==> config.mk <==
export PLATFORM = sky130hd
export DESIGN_NAME = instr_seq_flat
export DESIGN_NICKNAME = d
export VERILOG_FILES = /design/src/rtl/instr_seq_if.sv /design/src/rtl/instr_seq.sv /design/src/flat_wrapper.sv
export SDC_FILE = /design/constraint.sdc
export NUM_CORES = 1
export LEC_CHECK = 0
export CORE_ASPECT_RATIO = 1.1
export CORE_MARGIN = 2
export CORE_UTILIZATION = 46
export DETAILED_ROUTE_END_ITERATION = 8
export GPL_TIMING_DRIVEN = 0
export PLACE_DENSITY_LB_ADDON = 0.1
export SYNTH_ARGS = -nofsm -noshare
export SYNTH_HDL_FRONTEND = slang
export SYNTH_SLANG_ARGS = --single-unit
==> constraint.sdc <==
create_clock -name clk -period 2.4 [get_ports clk]
set_input_delay 0.48 -clock clk [delete_from_list [all_inputs] [get_ports clk]]
set_output_delay 0.48 -clock clk [all_outputs]
set_load 0.005 [all_outputs]
==> src/rtl/instr_seq_if.sv <==
// Sequencer bus: program-load port, run control and datapath control outputs.
interface instr_seq_if #(
   parameter int unsigned PC_W = 4
);
   logic            prog_we;
   logic [PC_W-1:0] prog_addr;
   logic [9:0]      prog_data;
   logic            start;
   logic            busy;
   logic            done;
   logic [PC_W-1:0] pc;
   logic            we;
   logic [1:0]      ra1;
   logic [1:0]      ra2;
   logic [1:0]      wa;
   logic [2:0]      opcode;

   modport master (
      output prog_we, prog_addr, prog_data, start,
      input  busy, done, pc, we, ra1, ra2, wa, opcode
   );

   modport slave (
      input  prog_we, prog_addr, prog_data, start,
      output busy, done, pc, we, ra1, ra2, wa, opcode
   );
endinterface

==> src/rtl/instr_seq.sv <==
// Instruction sequencer: loads a small program, then fetches and issues one
// datapath control word per two cycles until HALT or the last address.
module instr_seq #(
   parameter int unsigned PC_W = 4
) (
   input logic        clk,
   input logic        rst,
   instr_seq_if.slave bus
);
   localparam int unsigned DEPTH = 2 ** PC_W;
   localparam logic [PC_W-1:0] PC_LAST = PC_W'(DEPTH - 1);

   typedef struct packed {
      logic [2:0] opcode;
      logic [1:0] wa;
      logic [1:0] ra1;
      logic [1:0] ra2;
   } ctrl_t;

   typedef struct packed {
      logic  halt;
      ctrl_t ctrl;
   } instr_t;

   typedef enum logic [3:0] {
      S_IDLE  = 4'b0001,
      S_FETCH = 4'b0010,
      S_EXEC  = 4'b0100,
      S_DONE  = 4'b1000
   } state_t;

   state_t          state, state_n;
   instr_t          mem [DEPTH];
   instr_t          fetch_word;
   ctrl_t           ir, ir_n;
   logic [PC_W-1:0] pc_q, pc_n;
   logic            we_q, busy_q, done_q;

   // Program memory is deliberately not reset; writes only land while idle.
   always_ff @(posedge clk) begin
      if (state == S_IDLE && bus.prog_we) begin
         mem[bus.prog_addr] <= instr_t'(bus.prog_data);
      end
   end

   assign fetch_word = mem[pc_q];

   always_ff @(posedge clk or posedge rst) begin
      if (rst) begin
         state <= S_IDLE;
      end else begin
         state <= state_n;
      end
   end

   always_comb begin
      state_n = state;
      pc_n    = pc_q;
      ir_n    = ir;
      case (state)
         S_IDLE: begin
            if (bus.start) begin
               pc_n    = '0;
               state_n = S_FETCH;
            end
         end
         S_FETCH: begin
            ir_n    = fetch_word.ctrl;
            state_n = fetch_word.halt ? S_DONE : S_EXEC;
         end
         S_EXEC: begin
            if (pc_q == PC_LAST) begin
               state_n = S_DONE;
            end else begin
               pc_n    = pc_q + PC_W'(1);
               state_n = S_FETCH;
            end
         end
         S_DONE:  state_n = S_IDLE;
         default: state_n = S_IDLE;
      endcase
   end

   // Status outputs are registered from the next state so they align with it.
   always_ff @(posedge clk or posedge rst) begin
      if (rst) begin
         pc_q   <= '0;
         ir     <= '0;
         we_q   <= 1'b0;
         busy_q <= 1'b0;
         done_q <= 1'b0;
      end else begin
         pc_q   <= pc_n;
         ir     <= ir_n;
         we_q   <= (state_n == S_EXEC);
         busy_q <= (state_n == S_FETCH) || (state_n == S_EXEC);
         done_q <= (state_n == S_DONE);
      end
   end

   assign bus.pc     = pc_q;
   assign bus.we     = we_q;
   assign bus.busy   = busy_q;
   assign bus.done   = done_q;
   assign bus.opcode = ir.opcode;
   assign bus.wa     = ir.wa;
   assign bus.ra1    = ir.ra1;
   assign bus.ra2    = ir.ra2;
endmodule

==> src/flat_wrapper.sv <==
// flat-port wrapper written by rule: the top's interface ports become plain ports
module instr_seq_flat 
#(
   parameter int unsigned PC_W = 4
)
  (clk, rst, bus_prog_we, bus_prog_addr, bus_prog_data, bus_start, bus_busy, bus_done, bus_pc, bus_we, bus_ra1, bus_ra2, bus_wa, bus_opcode);
  instr_seq_if #(.PC_W(PC_W)) bus_i ();
  input logic clk;
  input logic rst;
  input wire logic [$bits(bus_i.prog_we)-1:0] bus_prog_we;
  input wire logic [$bits(bus_i.prog_addr)-1:0] bus_prog_addr;
  input wire logic [$bits(bus_i.prog_data)-1:0] bus_prog_data;
  input wire logic [$bits(bus_i.start)-1:0] bus_start;
  output wire logic [$bits(bus_i.busy)-1:0] bus_busy;
  output wire logic [$bits(bus_i.done)-1:0] bus_done;
  output wire logic [$bits(bus_i.pc)-1:0] bus_pc;
  output wire logic [$bits(bus_i.we)-1:0] bus_we;
  output wire logic [$bits(bus_i.ra1)-1:0] bus_ra1;
  output wire logic [$bits(bus_i.ra2)-1:0] bus_ra2;
  output wire logic [$bits(bus_i.wa)-1:0] bus_wa;
  output wire logic [$bits(bus_i.opcode)-1:0] bus_opcode;
  assign bus_i.prog_we = bus_prog_we;
  assign bus_i.prog_addr = bus_prog_addr;
  assign bus_i.prog_data = bus_prog_data;
  assign bus_i.start = bus_start;
  assign bus_busy = bus_i.busy;
  assign bus_done = bus_i.done;
  assign bus_pc = bus_i.pc;
  assign bus_we = bus_i.we;
  assign bus_ra1 = bus_i.ra1;
  assign bus_ra2 = bus_i.ra2;
  assign bus_wa = bus_i.wa;
  assign bus_opcode = bus_i.opcode;
  instr_seq #(.PC_W(PC_W)) u_core (.clk(clk), .rst(rst), .bus(bus_i));
endmodule
Word level (Yosys, flattened, before mapping). Memories as Yosys holds them, arrays and structs flattened. Cells that the tools add are included.

Word-level logic and storage cells: 33. Register bits after elaboration: 20. Bits in writable memories: 160. Memories kept: 1. Output and inout bits: 16.

Memory list: u_core.mem (words 16, width 10, rd ports 1, clocked after Yosys merged registers in 0, wr ports 1, line instr_seq.sv:33) `instr_t mem [DEPTH];`.

Equality and inequality tests: 9. Mux-type cells: 9. Reduce and logical (&&, ||, !) cells: 4. Add/sub/neg operators: 1.

Operators by type and width (count): two-way mux 4 bit (5); one-hot mux 4 bit (3 select lines) (1); == test 4 x 2 -> 1 bit, second input constant (2); == test 4 x 3 -> 1 bit, second input constant (2); == test 4 bit, second input constant (2); one-hot mux 4 bit (2 select lines) (1); adder 4 x 1 -> 4 bit, second input constant (1); == test 4 x 1 -> 1 bit, second input constant (1); inequality test 2 bit, second input constant (2); AND reduction 3 bit (1); two-way mux 1 bit (2); nonzero test 2 bit (1); logical AND 1 bit (1); logical OR 1 bit (1).

Logic depth before layout (Yosys ltp). Gate-level depths: netlist (run 1).

Depth after elaboration: 5. Mapped depth: 7.

Worst setup path after synthesis (run 1). Ideal clock, no wire load.

Kind: flip-flop to flip-flop. Start: register u_core.state[0]. End: memory u_core.mem[0][0] in the netlist's numbering, enable pin. Path slack: -0.086 ns. Setup time: 0.390 ns. Clock period less this slack: 2.486 ns. Arrival: 2.096 ns. Data required time: 2.010 ns. Buffers on the path: 0. Cell stages (with the launch flop): 5. Path through: dfstp_2 -> nor2b_1 -> and3_1 -> or3b_2 -> nor3_1.

Longest elaborated chain between the ends: 4.

Ends and longest elaborated chain: start, declared (line instr_seq.sv:32) `state_t state, state_n;`; start signal, assigned (line instr_seq.sv:52) `state <= state_n;`; == test 4 x 1 -> 1 bit (line instr_seq.sv:41) `if (state == S_IDLE && bus.prog_we) begin`; logical AND 1 bit (line instr_seq.sv:41); two-way mux 1 bit (line instr_seq.sv:41); two-way mux 1 bit (not written as such) (line instr_seq.sv:42) `mem[bus.prog_addr] <= instr_t'(bus.prog_data);`; end, declared (line instr_seq.sv:33).

Every way passes these cells.

Worst setup path in the final report (run 1).
Start: register u_core.state[0]. End: memory u_core.mem[9][4] in the netlist's numbering, enable pin.

The elaborated chain is that of the path after synthesis.

==> flow_summary_export.csv, run 1 <==
group,metric,value,unit
power_and_ir_drop,power_density,898,mW/mm2
worst_setup_path,critPathKind,"flip-flop to flip-flop",
route,drt-pass1-iter-count,4,
placement,gp_congestion,0.806,
power_and_ir_drop,ir_drop,482,uV
cts,ctsHtreeMaxLevel,4,
die,die_h,134,um
finish,seqCellArea,0.00531,mm2
run,cap_violations,0,
worst_setup_path,reg2reg_depth,4,
die,dieArea,0.0164,mm2
sta,max_freq,429,MHz
logic_synthesis,ys_warn_count,0,
worst_setup_path,r2r_slack,70,ps
cts,clock-sinks,180,
die,rows,47,
finish,fillerInstances,1192,
sta,postLayoutSetupSlackWorst,71.4,ps
route,drt_iter0_markers,355,
sta,slew_viol_final,0,
cts,numCtsBuffers,17,
route,via_per_inst,5.78,
logic_synthesis,synth.area.mux_share,0.172,
logic_synthesis,synth_cell_type_count,37,
logic_synthesis,avgSynthCellArea,21.0,um2
logic_synthesis,synth.most_common_cell,"edfxtp_1",
sta,fin_crit_sh,0.970,
route,vias,3501,
finish,antenna_cells,0,
worst_setup_path,required,2450,ps
logic_synthesis,ys.flop_type,"edfxtp_1",
logic_synthesis,synth_top_family_by_area,"multiplexers",
logic_synthesis,synth-seq-cells,180,
cts,clk_pin_slew,60,ps
finish,drive_above_1_share,0.276,
die,die_w,122,um
global_routing,grt_max_degree,21,
cts,clock_latency,420,ps
logic_synthesis,syn_area,0.00708,mm2
placement,dpl-instance-area,0.00771,mm2
logic_synthesis,synth-adder-area-share,0.00177,
sta,fin_crit,2330,ps
global_routing,track_usage,0.196,
logic_synthesis,yosys.area_share.simple,0.0413,
die,start_util,0.471,
power_and_ir_drop,cellLeakagePower,0.00272,uW
logic_synthesis,async_reset_ff_frac,0.111,
worst_setup_path,reg2reg_to,"u_core.mem[9][4]$_DFFE_PP_",
placement,pre_cts_slack,-795,ps
logic_synthesis,netlist_top_cells_count,"160 x edfxtp_1, 32 x mux4_2, 19 x dfrtp_1, 16 x nor2_1, 14 x nor3_1",
worst_setup_path,worst_setup_path_start_kind,"flip-flop",
finish,fin_area,0.00850,mm2
sta,slew_headroom,0.405,
logic_synthesis,synth_fp_nets,357,
cts,holdBufCountCts,0,
run_status,status,"finished clean",
global_routing,antenna_found_initial,0,
die,coreArea,0.0151,mm2
cts,cts.path.max_buffers,2,
sta,rsz0062_at_grt,"yes",
worst_setup_path,cp_data_arrival_time,2380,ps
logic_synthesis,netlist_instances,338,
global_routing,grt_pass1_vias,3531,
logic_synthesis,synthXorXnorAreaFrac,0,
cts,cts-root-buf,"clkbuf_16",
placement,port_buffers,33,
logic_synthesis,ys_seq_area_frac,0.749,
logic_synthesis,yosysTopAreaCell,"edfxtp_1",
finish,area_delta_synth_final,20.0,%
sta,fin_skew,7.28,ps
global_routing,grt_pass1_wl,21900,um
placement,hpwlAfterDp,9540,um
sta,setup_viol,0,
route,wire_per_inst,24.7,um
finish,multiInputGateArea,0.00174,mm2
worst_hold_path,hp-class,"input port to asynchronous set/reset pin",
finish,fin_nets,416,
worst_setup_path,cp_max_fo,10,
sta,holdWs,518,ps
worst_setup_path,cp-end-kind,"flip-flop",
worst_setup_path,reg2reg_from,"u_core.state[0]$_DFF_PP1_",
sta,hold_viol,0,
cts,cts_tree,"yes",
route,drc_errors,0,
global_routing,grt_overflow,0,
logic_synthesis,yosysTopAreaCellShare,0.678,
logic_synthesis,synth_compound_area_frac,0.0205,
route,drt-total-wl,15000,um
sta,tightestPinTransition,880,ps
logic_synthesis,synth-edff-count,160,
logic_synthesis,synth_area_leaders,"edfxtp_1 68%, mux4_2 10%, dfrtp_1 6.7%",
route,ant_nets,0,
die,pin_count,34,
==> per-layer routing <==
layer | part of all wire | global-route usage
met3 | 0.042 | 0.0463
met5 | 0 | 0
met2 | 0.52 | 0.331
met1 | 0.42 | 0.249
met4 | 0.015 | 0.0696
==> metrics by stage <==
stage          std cells  TNS (ps)  total power (uW)  utilization
6_report             606         0              7640        0.565
5_1_grt              606     -44.2              7900        0.565
4_1_cts              603     -3730              7690        0.560
3_5_place_dp         570    -63780              4670        0.512
3_3_place_gp         567    -80540              4650        0.509
2_1_floorplan        338         0              4250            -
==> report_power, final <==
part | internal (uW) | switching, uW | leakage, uW
Combinational | 509 | 425 | 0.000711
Clock | 1880 | 1140 | 0.000303
Sequential | 3580 | 98.7 | 0.00170
==> worst max-delay path by stage <==
stage,startpoint,slack (ps),end
3_3_place_gp,bus_prog_we,-870,u_core.mem[3][3]$_DFFE_PP_
5_1_grt,u_core.state[0]$_DFF_PP1_,-9,u_core.mem[9][4]$_DFFE_PP_
3_5_place_dp,bus_prog_we,-790,u_core.mem[8][5]$_DFFE_PP_
6_report,u_core.state[0]$_DFF_PP1_,70,u_core.mem[9][4]$_DFFE_PP_
2_1_floorplan,u_core.state[0]$_DFF_PP1_,180,u_core.mem[12][0]$_DFFE_PP_
4_1_cts,u_core.state[0]$_DFF_PP1_,-200,u_core.mem[14][5]$_DFFE_PP_
==> layout by cell type (no fill, tap or decap), types with 2 or more instances in the layout <==
cell	count
o22ai_1	2
clkinvlp_4	4
nor2_4	3
mux2i_1	11
mux2_2	11
nand2_1	5
nor2_2	9
buf_2	4
clkdlybuf4s50_1	33
clkbuf_1	6
mux4_1	10
buf_6	6
nand3b_1	2
inv_1	3
dfrtp_1	19
buf_12	4
buf_4	3
nor3_2	3
nand2b_1	3
mux4_2	32
nor2b_1	2
nor3_1	10
clkbuf_16	17
and3_1	2
bufinv_16	5
nor2_1	4
a221o_1	8
nand3_1	6
edfxtp_1	160
==> worst max-delay path, stage by stage (launching register included) <==
cell and delay, ps:
dfstp_2 550, nor2b_1 150, and3_1 290, nand3b_1 240, nor2_2 710
==> area by class of cell <==
cell class,count,share of cell area
Multi-Input combinational cell,138,0.205
Tap cell,196,0.0288
Inverter,3,0.00132
Timing Repair Buffer,40,0.0522
Buffer,17,0.0127
Clock buffer,20,0.0525
Clock inverter,12,0.0238
Sequential cell,180,0.624
==> timing repair <==
item	4_1_cts	5_1_grt
setup endpoints to repair	138	61
resized for setup	17	3
setup buffers	1	3
pin swaps	3	1
==> registers in the layout, summed over array words and instances (netlist names) <==
| register | flops |
|---|---|
| u_core.bus.busy | 1 |
| u_core.bus.opcode | 3 |
| u_core.bus.wa | 2 |
| u_core.bus.we | 1 |
| u_core.bus.ra1 | 2 |
| u_core.bus.pc | 4 |
| u_core.mem | 160 |
| u_core.bus.done | 1 |
| u_core.state | 4 |
| u_core.bus.ra2 | 2 |
==> kinds of logic (layout without fill, tap and decap cells) <==
group,after synthesis,in the layout
fa+ha+maj,1,1
buf+inv,20,92
mux,64,64
simple gates,56,56
flops,180,180
compound gates,17,17
Power figures use the tool's default switching activity.
==> run 2: changes to the inputs <==
CORE_ASPECT_RATIO = 1.5   (was 1.1)
==> flow_summary_export.csv, run 2 (synthesis gave the netlist of run 1 again) <==
group,metric,value,unit
run_status,status,"finished clean",
power_and_ir_drop,internal_power,5780,uW
global_routing,grt_pass1_wl,23000,um
finish,regMostFlops,"u_core.mem",
sta,hold_viol,0,
die,dieArea,0.0164,mm2
route,drc_errors,0,
sta,setup_viol,0,
global_routing,track_usage,0.201,
die,die_w,105,um
die,coreArea,0.0151,mm2
global_routing,grt_overflow,0,
finish,area_delta_synth_final,19.7,%
worst_setup_path,r2r_slack,70,ps
power_and_ir_drop,combinationalPowerShare,0.124,
global_routing,grt.busiest_layer,"met2",
placement,port_buffers,33,
global_routing,use_met3,0.0418,
worst_setup_path,reg2reg_from,"u_core.state[0]$_DFF_PP1_",
global_routing,grt_max_degree,21,
route,vias,3489,
sta,fin_skew,18.9,ps
worst_setup_path,cp-end-kind,"flip-flop",
route,wire_per_inst,25.4,um
finish,drive_above_1_share,0.284,
power_and_ir_drop,power_density,892,mW/mm2
power_and_ir_drop,clkPwrFrac,0.389,
route,drt_iter0_markers,164,
cts,cts.path.max_buffers,2,
finish,fin_area,0.00848,mm2
placement,dpl-instance-area,0.00772,mm2
run,cap_violations,0,
finish,fin_cells,608,
route,drt-total-wl,15400,um
power_and_ir_drop,cellLeakagePower,0.00272,uW
placement,gp_congestion,0.836,
cts,cts-root-buf,"clkbuf_16",
sta,slew_headroom,0.446,
power_and_ir_drop,seq_power_share,0.487,
sta,tightestPinTransition,819,ps
sta,fin_crit_sh,0.971,
placement,dp_cells,573,
global_routing,grtUsageMet1,0.244,
finish,largest_register_ffs,160,
worst_hold_path,hp-class,"input port to asynchronous set/reset pin",
power_and_ir_drop,p_sw_frac,0.236,
sta,slew_viol_final,0,
sta,tns,0,ps
sta,max_freq,429,MHz
worst_setup_path,required,2470,ps
die,rows,55,
cts,cts_tree,"yes",
worst_setup_path,worst_setup_path_start_kind,"flip-flop",
worst_setup_path,cp_max_fo,10,
cts,clock_latency,420,ps
sta,rsz0062_at_grt,"yes",
finish,layout_commonest_cell,"edfxtp_1",
worst_setup_path,reg2reg_to,"u_core.mem[4][4]$_DFFE_PP_",
cts,numCtsBuffers,17,
route,via_per_inst,5.74,
global_routing,use_met2,0.356,
die,start_util,0.470,
global_routing,grt_pass1_vias,3718,
die,die_h,156,um
cts,clock-sinks,180,
global_routing,antenna_found_initial,0,
worst_setup_path,cp_data_arrival_time,2400,ps
sta,fin_crit,2330,ps
finish,seqCellArea,0.00531,mm2
finish,multiInputGateArea,0.00175,mm2
worst_setup_path,reg2reg_depth,4,
route,drt-pass1-iter-count,4,
worst_setup_path,critPathKind,"flip-flop to flip-flop",
power_and_ir_drop,ir_drop,516,uV
finish,fin_nets,415,
finish,antenna_cells,0,
finish,fillerInstances,1136,
finish,final_cell_mix,"160 x edfxtp_1, 33 x clkdlybuf4s50_1, 32 x mux4_2",
power_and_ir_drop,finalPower,7570,uW
cts,clk_pin_slew,70,ps
route,ant_nets,0,
die,pin_count,34,
cts,ctsHtreeMaxLevel,4,
power_and_ir_drop,switchingPower,1780,uW
placement,hpwlAfterDp,10000,um
run 2: cell types whose count changed in the layout (fill, tap and decap cells not counted), sizes merged:
cell / before / now
clkinv: 2 / 4
clkbuf: 26 / 23
buf: 18 / 17
bufinv: 5 / 3
clkinvlp: 4 / 0
inv: 4 / 11
run 2: what timing repair did:
item / 4_1_cts / 5_1_grt
pin swaps: 1 / 3
cloned: 0 / 0
buffers inserted: 1 / 2
hold buffers: 0 / 0
setup endpoints to repair: 138 / 78
resized for setup: 18 / 4
run 2: power by group through the flow:
stage	sequential [uW]	combinational, uW	clock [uW]
after floorplan	3720	529	0
after global placement	3740	905	0
after detailed placement	3750	929	0
after CTS	3680	946	2980
after global routing	3700	1020	3120
final	3690	938	2940
run 2: per-layer routing:
| metal | share of wire | up-vias | routed length [um] |
|---|---|---|---|
| met2 | 0.55 | 99 | 8570 |
| met3 | 0.046 | 9 | 716 |
| met4 | 0.0093 | 0 | 143 |
| met1 | 0.39 | 1849 | 6020 |
| li1 | - | 1532 | - |
| met5 | 0 | - | 0 |
run 2: final cells by class:
type | count | share of cell area
Sequential cell | 180 | 0.626
Inverter | 3 | 0.00133
Multi-Input combinational cell | 138 | 0.206
Buffer | 17 | 0.0127
Tap cell | 199 | 0.0294
Clock buffer | 17 | 0.0502
Timing Repair Buffer | 39 | 0.0500
Clock inverter | 15 | 0.0248
run 2: how the worst max path moves through the flow:
stage | startpoint | endpoint | cells after the start
after CTS | u_core.state[0]$_DFF_PP1_ | u_core.mem[13][2]$_DFFE_PP_ | 4
after detailed placement | bus_prog_we | u_core.mem[12][1]$_DFFE_PP_ | 4
final | u_core.state[0]$_DFF_PP1_ | u_core.mem[4][4]$_DFFE_PP_ | 4
after global routing | u_core.state[0]$_DFF_PP1_ | u_core.mem[15][2]$_DFFE_PP_ | 4
after floorplan | u_core.state[0]$_DFF_PP1_ | u_core.mem[12][0]$_DFFE_PP_ | 4
after global placement | bus_prog_we | u_core.mem[2][2]$_DFFE_PP_ | 4
run 2: through the flow:
| step | worst slack (ps) | hold slack, ps | utilization |
|---|---|---|---|
| after floorplan | 179 | 443 | - |
| after CTS | -170 | 538 | 0.559 |
| final | 70.7 | 523 | 0.563 |
| after global routing | -29.1 | 551 | 0.563 |
| after global placement | -830 | 504 | 0.509 |
| after detailed placement | -740 | 523 | 0.512 |
run 2: critical path, cell delays in order, from the launching register on:
cell	delay [ps]
dfstp_2	560
nor2b_1	160
and3_1	240
or3b_2	600
nor2_4	420
==> run 3: changes to the inputs <==
clock period = 2 ns   (was 2.4 ns; I/O delays follow)
==> flow_summary_export.csv, run 3 (synthesis gave the netlist of run 1 again) <==
group,metric,value,unit
global_routing,grt_pass1_wl,25300,um
route,drt-pass1-iter-count,4,
sta,fin_skew,12.0,ps
global_routing,track_usage,0.221,
run_status,violations,"negative setup slack",
worst_setup_path,crit_path_max_incr_delay,540,ps
sta,fin_crit,2150,ps
sta,setup_viol,73,
die,die_w,105,um
power_and_ir_drop,cellLeakagePower,0.00303,uW
global_routing,antenna_found_initial,0,
cts,clock_latency,420,ps
placement,gp_congestion,0.837,
placement,hpwlAfterDp,9730,um
finish,layout_commonest_cell,"edfxtp_1",
worst_setup_path,crit_chain,"nor2b_4 -> and3_4 -> or3b_4 -> buf_6 -> nor3_4 -> buf_4 -> buf_12",
placement,dp_cells,570,
die,rows,55,
worst_setup_path,crit_family,"simple AND/OR/NAND/NOR gates",
finish,fillerInstances,1033,
sta,postLayoutSetupSlackWorst,-150,ps
route,wire_per_inst,27.7,um
power_and_ir_drop,ir_drop,537,uV
run,cap_violations,0,
worst_setup_path,critPathKind,"flip-flop to flip-flop",
finish,area_delta_synth_final,30.8,%
worst_setup_path,worst_setup_path_start_kind,"flip-flop",
finish,fin_cells,648,
worst_setup_path,crit_buf_inv,3,
cts,clk_pin_slew,70,ps
global_routing,grt_pass1_vias,4013,
finish,seqCellArea,0.00531,mm2
global_routing,grt_max_degree,21,
sta,max_freq,465,MHz
finish,utilization,0.615,
worst_setup_path,cp_max_fo,5,
die,die_h,156,um
cts,numCtsBuffers,17,
global_routing,grt_overflow,0,
placement,port_buffers,33,
finish,largest_register_ffs,160,
sta,slew_headroom,0.338,
die,coreArea,0.0151,mm2
worst_hold_path,hp-class,"input port to asynchronous set/reset pin",
sta,rsz0062_at_grt,"yes",
finish,multiInputGateArea,0.00188,mm2
finish,drive_above_1_share,0.385,
sta,hold_viol,0,
cts,cts.path.max_buffers,2,
route,vias,3809,
cts,clock-sinks,180,
die,dieArea,0.0164,mm2
worst_setup_path,cp_data_arrival_time,2280,ps
die,pin_count,34,
worst_setup_path,slowest_stage,"dfstp_2",
sta,slew_viol_final,0,
route,drt_iter0_markers,304,
power_and_ir_drop,power_density,990,mW/mm2
route,drt-total-wl,17900,um
finish,antenna_cells,0,
route,ant_nets,0,
cts,ctsHtreeMaxLevel,4,
worst_setup_path,required,2130,ps
finish,fin_nets,455,
run_status,status,"finished with violations",
finish,regMostFlops,"u_core.mem",
sta,fin_crit_sh,1.07,
finish,final_cell_mix,"160 x edfxtp_1, 41 x mux4_2, 32 x clkdlybuf4s50_1",
sta,tightestPinTransition,990,ps
die,start_util,0.470,
worst_setup_path,cp-end-kind,"flip-flop",
power_and_ir_drop,finalPower,9170,uW
cts,cts_tree,"yes",
cts,cts-root-buf,"clkbuf_16",
route,via_per_inst,5.88,
route,drc_errors,0,
placement,pre_cts_slack,-762,ps
run 3: changes by cell type in the layout (fill, tap and decap cells not counted), sizes merged:
cell           before  now
inv                11    8
buf                17   51
dlymetal6s2s        0    1
bufinv              3    1
clkinvlp            0    2
clkbuf             23   32
clkdlybuf4s50      33   32
run 3: layout make-up:
class | instances | share of cell area
tap | 199 | 0.0269
buffer | 17 | 0.0212
clock inverter | 12 | 0.0130
timing repair buffer | 79 | 0.115
clock buffer | 20 | 0.0482
multi-input combinational | 138 | 0.202
sequential | 180 | 0.573
inverter | 3 | 0.00122
run 3: power breakdown:
group	switching, uW	leakage, uW	internal [uW]
combinational	658	0.00105	891
sequential	122	0.00170	4300
clock	1430	0.000272	1770
total	2210	0.00303	6960
run 3: final timing paths:
check	start	endpoint	slack, ps	depth (start not counted)
worst max-delay path	u_core.state[0]$_DFF_PP1_	u_core.mem[0][1]$_DFFE_PP_	-150	7
worst min-delay path	rst	u_core.bus.opcode[1]$_DFFE_PP0N_	460	2
worst max register to register	u_core.state[0]$_DFF_PP1_	u_core.mem[0][1]$_DFFE_PP_	-150	7
worst min register to register	u_core.bus.opcode[1]$_DFFE_PP0N_	u_core.bus.opcode[1]$_DFFE_PP0N_	530	2
max in group asynchronous	rst	u_core.state[2]$_DFF_PP0_	1000	2
min in group clk	u_core.bus.opcode[1]$_DFFE_PP0N_	u_core.bus.opcode[1]$_DFFE_PP0N_	530	2
run 3: per-layer routing:
metal,track usage,part of all wire,wire length [um]
met5,0,0,0
met4,0.0978,0.029,513
met3,0.0343,0.039,697
met2,0.399,0.55,9800
met1,0.258,0.39,6910
run 3: what timing repair did:
| action | CTS | global route |
|---|---|---|
| pin swaps | 20 | 8 |
| cloned | 2 | 6 |
| buffers inserted | 29 | 11 |
| endpoints found under the hold margin | 0 | 0 |
| gates resized for setup | 68 | 30 |
| setup endpoints to repair | 171 | 127 |
| hold buffers | 0 | 0 |
run 3: stage by stage:
| stage | hold WS [ps] | setup TNS (ps) | instance area [um2] |
|---|---|---|---|
| finish | 460 | -4620 | 9270 |
| global route | 518 | -10220 | 9270 |
| CTS | 468 | -948 | 8980 |
| detailed placement | 520 | -103360 | 7700 |
| global placement | 504 | -99140 | 7700 |
| floorplan | 363 | 0 | 7120 |
run 3: worst reg2reg max path, cell delays in order (launching register included):
cell     delay (ps)
dfstp_2         540
nor2b_4         150
and3_4          190
or3b_4          410
buf_6           140
nor3_4          140
buf_4           170
buf_12          120
